### src/rtl/riscv_pkg.sv
// Shared encodings for the memory stage: RV32I load/store funct3 values,
// stage state enum and exception codes.
package riscv_pkg;

  localparam logic [2:0] F3_LB  = 3'b000;
  localparam logic [2:0] F3_LH  = 3'b001;
  localparam logic [2:0] F3_LW  = 3'b010;
  localparam logic [2:0] F3_LBU = 3'b100;
  localparam logic [2:0] F3_LHU = 3'b101;
  localparam logic [2:0] F3_SB  = 3'b000;
  localparam logic [2:0] F3_SH  = 3'b001;
  localparam logic [2:0] F3_SW  = 3'b010;

  typedef enum logic [1:0] {
    IDLE = 2'd0,
    REQ  = 2'd1,
    WAIT = 2'd2
  } state_t;

  localparam logic [1:0] EXC_NONE        = 2'b00;
  localparam logic [1:0] EXC_LD_MISALIGN = 2'b01;
  localparam logic [1:0] EXC_ST_MISALIGN = 2'b10;
  localparam logic [1:0] EXC_ILLEGAL     = 2'b11;

endpackage

### src/rtl/lsu_align.sv
// Combinational load/store alignment: byte enables, store-lane replication,
// access legality checks and load-lane extraction with sign/zero extension.
module lsu_align
  import riscv_pkg::*;
(
  input  logic        i_mem_read,
  input  logic        i_mem_write,
  input  logic [2:0]  i_funct3,
  input  logic [1:0]  i_addr_lo,
  input  logic [31:0] i_rs2,
  output logic [3:0]  o_be,
  output logic [31:0] o_wdata,
  output logic        o_illegal,
  output logic        o_misalign,
  input  logic [2:0]  i_ld_funct3,
  input  logic [1:0]  i_ld_off,
  input  logic [31:0] i_rdata,
  output logic [31:0] o_ld_data
);

  logic       w_ld_ok;
  logic       w_st_ok;
  logic       w_half;
  logic       w_word;
  logic [7:0] w_byte;
  logic [15:0] w_hword;

  always_comb begin
    w_ld_ok = i_funct3 inside {F3_LB, F3_LH, F3_LW, F3_LBU, F3_LHU};
    w_st_ok = i_funct3 inside {F3_SB, F3_SH, F3_SW};
    w_half  = (i_funct3[1:0] == F3_LH[1:0]);
    w_word  = (i_funct3[1:0] == F3_LW[1:0]);

    o_illegal  = (i_mem_read && i_mem_write) ||
                 (i_mem_read && !w_ld_ok) ||
                 (i_mem_write && !w_st_ok);
    o_misalign = (i_mem_read || i_mem_write) &&
                 ((w_half && i_addr_lo[0]) || (w_word && (i_addr_lo != 2'b00)));

    unique case (i_funct3[1:0])
      2'b00: begin
        o_be    = 4'b0001 << i_addr_lo;
        o_wdata = {4{i_rs2[7:0]}};
      end
      2'b01: begin
        o_be    = 4'b0011 << i_addr_lo;
        o_wdata = {2{i_rs2[15:0]}};
      end
      default: begin
        o_be    = 4'b1111;
        o_wdata = i_rs2;
      end
    endcase
  end

  always_comb begin
    w_byte  = i_rdata[{i_ld_off, 3'b000} +: 8];
    w_hword = i_ld_off[1] ? i_rdata[31:16] : i_rdata[15:0];
    unique case (i_ld_funct3)
      F3_LB:   o_ld_data = {{24{w_byte[7]}}, w_byte};
      F3_LBU:  o_ld_data = {24'd0, w_byte};
      F3_LH:   o_ld_data = {{16{w_hword[15]}}, w_hword};
      F3_LHU:  o_ld_data = {16'd0, w_hword};
      default: o_ld_data = i_rdata;
    endcase
  end

endmodule

### src/rtl/mem_stage.sv
// RISC-V memory-access stage: issues data-memory requests for loads/stores,
// flags misaligned/illegal accesses and presents a registered writeback bundle.
module mem_stage
  import riscv_pkg::*;
#(
  parameter int unsigned XLEN = 32
) (
  input  logic            clk,
  input  logic            rst,
  input  logic            in_valid,
  output logic            in_ready,
  input  logic [XLEN-1:0] alu_result,
  input  logic [XLEN-1:0] rs2_data,
  input  logic            mem_read,
  input  logic            mem_write,
  input  logic [2:0]      funct3,
  input  logic [4:0]      rd_addr,
  input  logic            reg_write,
  output logic            dmem_req,
  output logic            dmem_we,
  output logic [XLEN-1:0] dmem_addr,
  output logic [3:0]      dmem_be,
  output logic [XLEN-1:0] dmem_wdata,
  input  logic            dmem_gnt,
  input  logic            dmem_rvalid,
  input  logic [XLEN-1:0] dmem_rdata,
  output logic            out_valid,
  input  logic            out_ready,
  output logic [XLEN-1:0] wb_data,
  output logic [4:0]      wb_rd,
  output logic            wb_we,
  output logic            exc_valid,
  output logic [1:0]      exc_code
);

  state_t      r_state;
  logic        r_is_load;
  logic [2:0]  r_ld_f3;
  logic [1:0]  r_ld_off;
  logic        r_wen;

  logic        w_accept;
  logic        w_memop;
  logic        w_wen;
  logic        w_illegal;
  logic        w_misalign;
  logic [3:0]  w_be;
  logic [31:0] w_wdata;
  logic [31:0] w_ld_data;

  // Gated by rst so the stage never advertises readiness while held in reset.
  assign in_ready = !rst && (r_state == IDLE) && (!out_valid || out_ready);
  assign w_accept = in_valid && in_ready;
  assign w_memop  = mem_read || mem_write;
  assign w_wen    = reg_write && (rd_addr != 5'd0);

  lsu_align u_align (
    .i_mem_read  (mem_read),
    .i_mem_write (mem_write),
    .i_funct3    (funct3),
    .i_addr_lo   (alu_result[1:0]),
    .i_rs2       (rs2_data),
    .o_be        (w_be),
    .o_wdata     (w_wdata),
    .o_illegal   (w_illegal),
    .o_misalign  (w_misalign),
    .i_ld_funct3 (r_ld_f3),
    .i_ld_off    (r_ld_off),
    .i_rdata     (dmem_rdata),
    .o_ld_data   (w_ld_data)
  );

  always_ff @(posedge clk or posedge rst) begin
    if (rst) begin
      r_state    <= IDLE;
      r_is_load  <= 1'b0;
      r_ld_f3    <= '0;
      r_ld_off   <= '0;
      r_wen      <= 1'b0;
      dmem_req   <= 1'b0;
      dmem_we    <= 1'b0;
      dmem_addr  <= '0;
      dmem_be    <= '0;
      dmem_wdata <= '0;
      out_valid  <= 1'b0;
      wb_data    <= '0;
      wb_rd      <= '0;
      wb_we      <= 1'b0;
      exc_valid  <= 1'b0;
      exc_code   <= EXC_NONE;
    end else begin
      // Retire first; a same-cycle accept below overrides these defaults.
      if (out_valid && out_ready) begin
        out_valid <= 1'b0;
        wb_we     <= 1'b0;
        exc_valid <= 1'b0;
      end

      unique case (r_state)
        IDLE: begin
          if (w_accept) begin
            wb_rd <= rd_addr;
            if (w_memop && (w_illegal || w_misalign)) begin
              out_valid <= 1'b1;
              wb_we     <= 1'b0;
              wb_data   <= alu_result;
              exc_valid <= 1'b1;
              if (w_illegal)
                exc_code <= EXC_ILLEGAL;
              else
                exc_code <= mem_read ? EXC_LD_MISALIGN : EXC_ST_MISALIGN;
            end else if (w_memop) begin
              dmem_req   <= 1'b1;
              dmem_we    <= mem_write;
              dmem_addr  <= {alu_result[XLEN-1:2], 2'b00};
              dmem_be    <= w_be;
              dmem_wdata <= w_wdata;
              r_is_load  <= mem_read;
              r_ld_f3    <= funct3;
              r_ld_off   <= alu_result[1:0];
              r_wen      <= w_wen;
              r_state    <= REQ;
            end else begin
              out_valid <= 1'b1;
              wb_data   <= alu_result;
              wb_we     <= w_wen;
              exc_valid <= 1'b0;
              exc_code  <= EXC_NONE;
            end
          end
        end

        REQ: begin
          if (dmem_gnt) begin
            dmem_req <= 1'b0;
            if (r_is_load) begin
              r_state <= WAIT;
            end else begin
              out_valid <= 1'b1;
              wb_we     <= 1'b0;
              exc_valid <= 1'b0;
              exc_code  <= EXC_NONE;
              r_state   <= IDLE;
            end
          end
        end

        WAIT: begin
          if (dmem_rvalid) begin
            out_valid <= 1'b1;
            wb_data   <= w_ld_data;
            wb_we     <= r_wen;
            exc_valid <= 1'b0;
            exc_code  <= EXC_NONE;
            r_state   <= IDLE;
          end
        end

        default: r_state <= IDLE;
      endcase
    end
  end

endmodule

### config.mk
export PLATFORM = sky130hd
export DESIGN_NAME = mem_stage
export DESIGN_NICKNAME = d
export VERILOG_FILES = /design/src/rtl/riscv_pkg.sv /design/src/rtl/lsu_align.sv /design/src/rtl/mem_stage.sv
export SDC_FILE = /design/constraint.sdc
export NUM_CORES = 1
export LEC_CHECK = 0
export CORE_MARGIN = 2
export CORE_UTILIZATION = 46
export CTS_BUF_LIST = sky130_fd_sc_hd__clkbuf_2 sky130_fd_sc_hd__clkbuf_4 sky130_fd_sc_hd__clkbuf_8
export DETAILED_ROUTE_END_ITERATION = 6
export GPL_ROUTABILITY_DRIVEN = 1
export MAX_ROUTING_LAYER = met4
export PLACE_DENSITY = 0.9
export SETUP_SLACK_MARGIN = 0.1
export SLEW_MARGIN = 20
export SYNTH_ARGS = -nofsm -noshare
export SYNTH_HDL_FRONTEND = slang
export SYNTH_SLANG_ARGS = --single-unit
### constraint.sdc
create_clock -name clk -period 5.55 [get_ports clk]
set_clock_uncertainty 0.2 [all_clocks]
set_input_delay 1.11 -clock clk [delete_from_list [all_inputs] [get_ports clk]]
set_output_delay 1.11 -clock clk [all_outputs]
set_load 0.02 [all_outputs]
==> summary.txt, run 1 <==
GRT
  – Remaining Overflow, GRT: 0
  – Antenna violations before repair: 0
  – Largest net degree at the start of global routing: 108
  – Total track usage: 27.8%
  – First-pass GRT wire length: 29900 um
  – Number of global-route vias before repair: 5602

Critical path
  – Critical path class: reg2out
  – Worst EP required: 4.24 ns
  – Setup crit start kind: flop
  – Most Frequent Cell on Critical Path: inv_1
  – CP delay by family, top: buffers and inverters
  – CP peak stage delay: 0.62 ns
  – WP buf/inv: 3
  – Crit path max fanout: 13
  – Crit end category: output port
  – CP max-delay cell: clkdlybuf4s50_1
  – Critical path, cell by cell: inv_1 > ha_1 > inv_1 > nor3_1 > clkdlybuf4s50_1
  – Arrival time at the worst endpoint: 2.46 ns

Layout
  – FILL cells: 946
  – Nets: 998
  – Fin cells: 1066
  – Commonest non-fill, non-tap cell in the layout: clkdlybuf4s50_1
  – Register area: 0.00298 mm^2
  – Most frequent cells in the layout: 223 x clkdlybuf4s50_1, 192 x nand2_1, 118 x dfrtp_1
  – Ratio of cells with drive above 1 in the final layout: 8.39%
  – P&R area growth vs syn: 45.2%
  – ANT cells: 0
  – Area of the multi-input gates: 0.00282 mm^2

Drt
  – Avg WL per Cell: 17.8 um
  – Avg Vias per Cell: 5.39
  – Routed wire length: 19000 um
  – 1st-iter DRT viols: 524
  – Post-route ant nets: 0
  – Drt drc: 0
  – Drt first pass iters: 6
  – Vias post-DR: 5750

CTS
  – CTS Hold Bufs: 0
  – Sink Count: 119
  – CTS tree: done
  – Setup Buffers After CTS: 0
  – Clk buf depth: 2
  – Clk Tree Root Cell: clkbuf_8
  – Clk_lat worst skew: 0.44 ns
  – Clock buffer count from CTS: 17
  – H-tree depth: 4
  – Clock slew at reported path FFs: 0.07 ns
  – Post-CTS sizing: 0

STA
  – Final Hold Viols: 0
  – Final Cycle Share: 67.9%
  – Max Freq: 265 MHz
  – Worst-margin pin slew: 1.02 ns
  – RSZ-0062 raised after global routing: no
  – Min Clock Period, post-route: 3.77 ns
  – Total Neg Setup Slack: 0 ns
  – Setup Viol. Count Final: 0
  – Slew Viols, Final: 0
  – Worst slew margin: 32.1%
  – Worst setup margin: 1.78 ns

Logic synthesis
  – Cell area after synthesis: 0.00608 mm^2
  – #FFs+latches synth: 119
  – Yosys cell types: 48
  – Post-synth EDFFs: 0
  – Share of the yosys chip area belonging to registers: 49.0%
  – Total number of yosys warnings: 0
  – Asr flop ratio synth: 100%
  – Syn_area_per_cell: 8.94 um^2
  – Cells after Synth: 680
  – Post-synth top flop: dfrtp_1

Power
  – PwrDens: 587 mW/mm^2
  – Peak VDD IR: 0.000340 V
  – Pwr Total: 5.18 mW
  – Leak: 3.90 nW

Floorplan
  – Die ar.: 0.0141 mm^2
  – Row count: 41
  – Die height: 119 um
  – Starting density of the core: 47.6%
  – Num ports: 226
  – Core area: 0.0128 mm^2
  – Die X: 119 um

Outcome
  – Status: finished clean

Hold path
  – Hold/Removal Path Class: reg2reg

Run
  – Max_cap viols: 0

Place
  – Placed Cells incl. Taps: 1034
  – PortBufs: 223
  – Place WS: 1.46 ns
  – Post-DP HPWL: 12900 um
  – Routability Congestion: 0.839
[power breakdown]
group          switching [mW]  internal, mW  total, mW  leakage, nW
sequential              0.323          1.30       1.62         1.47
combinational            1.42          1.25       2.67         2.20
clock                   0.352         0.532      0.883        0.231
[per-layer routing]
metal,GRT usage (%),routed length [um]
met1,35.1,7840
met2,44.1,9340
met3,5.94,1250
met4,10.9,533
met5,-,0
[layout make-up]
type,instances,share of cell area [%]
Multi-Input combinational cell,493,31.9
Sequential cell,119,33.8
Inverter,21,0.936
Clock inverter,7,1.28
Timing Repair Buffer,229,25.8
Tap cell,172,2.44
Clock buffer,25,3.83
[sequential cells by signal, indices dropped and copies added, names as in the netlist, 2 cells and up]
register and cells:
wb_rd 5, dmem_be 4, r_state 2, wb_data 32
dmem_addr 30, r_ld_f3 3, exc_code 2, dmem_wdata 32
r_ld_off 2
[per-stage QoR]
step	area (um^2)	hold WS, ns	utilization (%)
floorplan	6080	0.237	-
CTS	8820	0.280	69.1
finish	8820	0.275	69.1
detailed placement	8370	0.262	65.5
global route	8820	0.297	69.1
global placement	8370	0.257	65.5
[path summary, 6_finish.rpt]
check / startpoint / endpoint / slack [ns] / cells past startpoint
hold / removal: dmem_addr[2] / dmem_addr[2] / 0.27 / 2
max in group asynchronous: rst / r_ld_off[1] / 3.30 / 3
hold reg to reg: dmem_addr[2] / dmem_addr[2] / 0.27 / 2
setup / recovery: r_state[0] / in_ready / 1.78 / 5
setup reg to reg: r_state[0] / r_wen / 2.36 / 6
min in group asynchronous: rst / exc_valid / 1.06 / 3
[worst reg2reg max path: stages (launching register included)]
cell and delay [ns]:
dfrtp_1 0.42, inv_1 0.11, ha_1 0.48, nand4_2 0.40, or4_4 1.07, nand2_1 0.23
o21ai_0 0.11
[synthesized netlist by cell type, drive strengths merged, types with 6 or more instances]
| cell | n | share of area, % |
|---|---|---|
| nor2 | 41 | 2.5 |
| buf | 13 | 1.5 |
| o21ai | 57 | 4.7 |
| a31o | 6 | 0.86 |
| a31oi | 9 | 0.93 |
| dfrtp | 119 | 49 |
| o22ai | 9 | 0.93 |
| a21oi | 46 | 3.8 |
| clkbuf | 35 | 2.2 |
| nand2 | 192 | 12 |
| nand3 | 11 | 0.91 |
| mux2 | 42 | 7.8 |
| mux2i | 27 | 4.4 |
| inv | 21 | 1.3 |
[cell families (layout without fill, tap and decap cells)]
group                      count (synthesis)  after routing  synth area share, %
other                                      1              2               0.0617
DFF                                      119            119                 49.0
and+or+nand+nor                          272            272                 18.5
AOI/OAI and AO/OA                        145            145                 14.0
muxes                                     70             70                 12.6
adders and majority gates                  4              4                0.824
buffers and inverters                     69            282                 4.94
Note: power is estimated with default switching activity, not from simulation.
==> run 2, diff against run 1 <==
clock period = 3.6 ns   (was 5.55 ns; I/O delays follow)
==> summary.txt, run 2 (synthesis gave the netlist of run 1 again) <==
Drt
  – Wire length on met2: 9440 um (+1.1%)
  – DR top layer: met4
  – Avg WL per Cell: 17.7 um (-0.73%)
  – Drt drc: 0 (unchanged)
  – Routed wire length: 19000 um (+0.48%)
  – Avg Vias per Cell: 5.41 (+0.34%)
  – WL met3: 1090 um (-13%)
  – Met1 Wirelength: 7820 um (-0.24%)
  – Post-route ant nets: 0 (unchanged)
  – Vias post-DR: 5840 (+1.6%)
  – 1st-iter DRT viols: 619 (+18%)
  – Drt first pass iters: 5 (-1)

GRT
  – Number of global-route vias before repair: 5850 (+4.4%)
  – First-pass GRT wire length: 30400 um (+1.8%)
  – Total track usage: 28.2% (+0.36 points)
  – Antenna violations before repair: 0 (unchanged)
  – Largest net degree at the start of global routing: 81 (-25%)
  – Remaining Overflow, GRT: 0 (unchanged)

Layout
  – Layout Utilization: 70.5% (+1.4 points)
  – Regs by FF count: dmem_wdata (32), wb_data (32), dmem_addr (30)
  – Ratio of cells with drive above 1 in the final layout: 9.81% (+1.4 points)
  – Most frequent cells in the layout: 223 x clkdlybuf4s50_1, 192 x nand2_1, 119 x dfrtp_1
  – Area of the multi-input gates: 0.00284 mm^2 (+0.71%)
  – Nets: 1012 (+1.4%)
  – Post-route cell area: 0.00901 mm^2 (+2.1%)
  – P&R area growth vs syn: 48.2%
  – ANT cells: 0 (unchanged)
  – Commonest non-fill, non-tap cell in the layout: clkdlybuf4s50_1
  – Register area: 0.00298 mm^2 (about the same)
  – FILL cells: 939 (-0.74%)

STA
  – Min Clock Period, post-route: 3.23 ns
  – Worst-margin pin slew: 1.09 ns (+0.0725 ns)
  – Slew Viols, Final: 0 (unchanged)
  – Final Hold Viols: 0 (unchanged)
  – Worst slew margin: 27.0% (-5.1 points)
  – Setup Viol. Count Final: 0 (unchanged)
  – RSZ-0062 raised after global routing: no
  – Final Cycle Share: 89.7%
  – Max Freq: 310 MHz

Floorplan
  – Starting density of the core: 47.6% (unchanged)
  – Num ports: 226 (unchanged)
  – Die height: 119 um (unchanged)
  – Row count: 41 (unchanged)
  – Core area: 0.0128 mm^2 (unchanged)
  – Die X: 119 um (unchanged)
  – Die ar.: 0.0141 mm^2 (unchanged)

Outcome
  – Status: finished clean

Critical path
  – Worst r2r src: r_state[1]
  – Setup slack, reg-to-reg: 0.92 ns (-1.44 ns)
  – Critical path class: reg2out
  – Crit path max fanout: 13 (unchanged)
  – CP endpoint: in_ready
  – Arrival time at the worst endpoint: 2.31 ns (-0.15 ns)
  – Crit end category: output port
  – FF-to-FF End: wb_data[15]
  – R2R depth: 7 (+1)
  – Worst EP required: 2.68 ns (-1.56 ns)
  – Critical Path Start: r_state[1]
  – Setup crit start kind: flop

CTS
  – Clk Tree Root Cell: clkbuf_8
  – Clock slew at reported path FFs: 0.07 ns (about the same)
  – Clk buf depth: 2 (unchanged)
  – CTS tree: done
  – Clk_lat worst skew: 0.43 ns (about the same)
  – CTS Hold Bufs: 0 (unchanged)
  – Clock buffer count from CTS: 17 (unchanged)
  – Setup Buffers After CTS: 0 (unchanged)
  – Post-CTS sizing: 0 (unchanged)
  – H-tree depth: 4 (unchanged)
  – Sink Count: 119 (unchanged)

Run
  – Max_cap viols: 0 (unchanged)

Power
  – PwrDens: 910 mW/mm^2 (+55%)
  – Leak: 4.00 nW (+2.6%)
  – Peak VDD IR: 0.000443 V (+30%)

Hold path
  – Hold/Removal Path Class: reg2reg

Place
  – Post-DP HPWL: 14000 um (+8.2%)
  – PortBufs: 223 (unchanged)
  – DP Area: 0.00852 mm^2 (+1.8%)
  – Routability Congestion: 0.865 (+3.1%)
## run 2: through the flow
stage          TNS [ns]  cells  hold slack, ns  setup WS, ns  total power [mW]
6_report              0   1079           0.266         0.372              8.19
5_1_grt               0   1079           0.302         0.215              8.66
4_1_cts               0   1079           0.269         0.192              8.21
3_5_place_dp          0   1048           0.255         0.401              6.69
3_3_place_gp          0   1048           0.249         0.439              6.56
2_1_floorplan    -51.35    681           0.233        -0.562              4.82
## run 2: how the worst min path moves through the flow
| stage | from | endpoint | slack (ns) | cells after the start |
|---|---|---|---|---|
| after floorplan | r_is_load | r_is_load | 0.23 | 2 |
| after global placement | dmem_wdata[6] | dmem_wdata[6] | 0.25 | 2 |
| after detailed placement | dmem_addr[23] | dmem_addr[23] | 0.26 | 2 |
| after CTS | dmem_addr[23] | dmem_addr[23] | 0.27 | 2 |
| after global routing | wb_rd[3] | wb_rd[3] | 0.30 | 2 |
| final | dmem_addr[16] | dmem_addr[16] | 0.27 | 2 |
## run 2: layout make-up
| type | instances | share of cell area, % |
|---|---|---|
| Timing Repair Buffer | 243 | 26.7 |
| Clock inverter | 9 | 2.17 |
| Clock buffer | 22 | 3.22 |
| Multi-Input combinational cell | 493 | 31.5 |
| Tap cell | 172 | 2.39 |
| Inverter | 21 | 0.917 |
| Sequential cell | 119 | 33.1 |
## run 2: critical path: stages (launching register included)
cell             delay (ns)
dfrtp_1                0.41
inv_1                  0.11
ha_2                   0.35
inv_1                  0.15
nor3_1                 0.21
clkdlybuf4s50_1        0.64
## run 2: metal layers
| metal | global-route usage [%] | vias up |
|---|---|---|
| li1 | - | 2737 |
| met1 | 34.2 | 2783 |
| met2 | 45.7 | 259 |
| met3 | 5.65 | 61 |
| met4 | 12.6 | 0 |
| met5 | - | - |
## run 2: power by group
group / leakage [nW] / switching (mW) / total [mW] / internal, mW
clock network: 0.250 / 0.530 / 1.49 / 0.958
registers: 1.47 / 0.465 / 2.47 / 2.00
logic: 2.29 / 2.23 / 4.24 / 2.00
total: 4.00 / 3.23 / 8.19 / 4.96
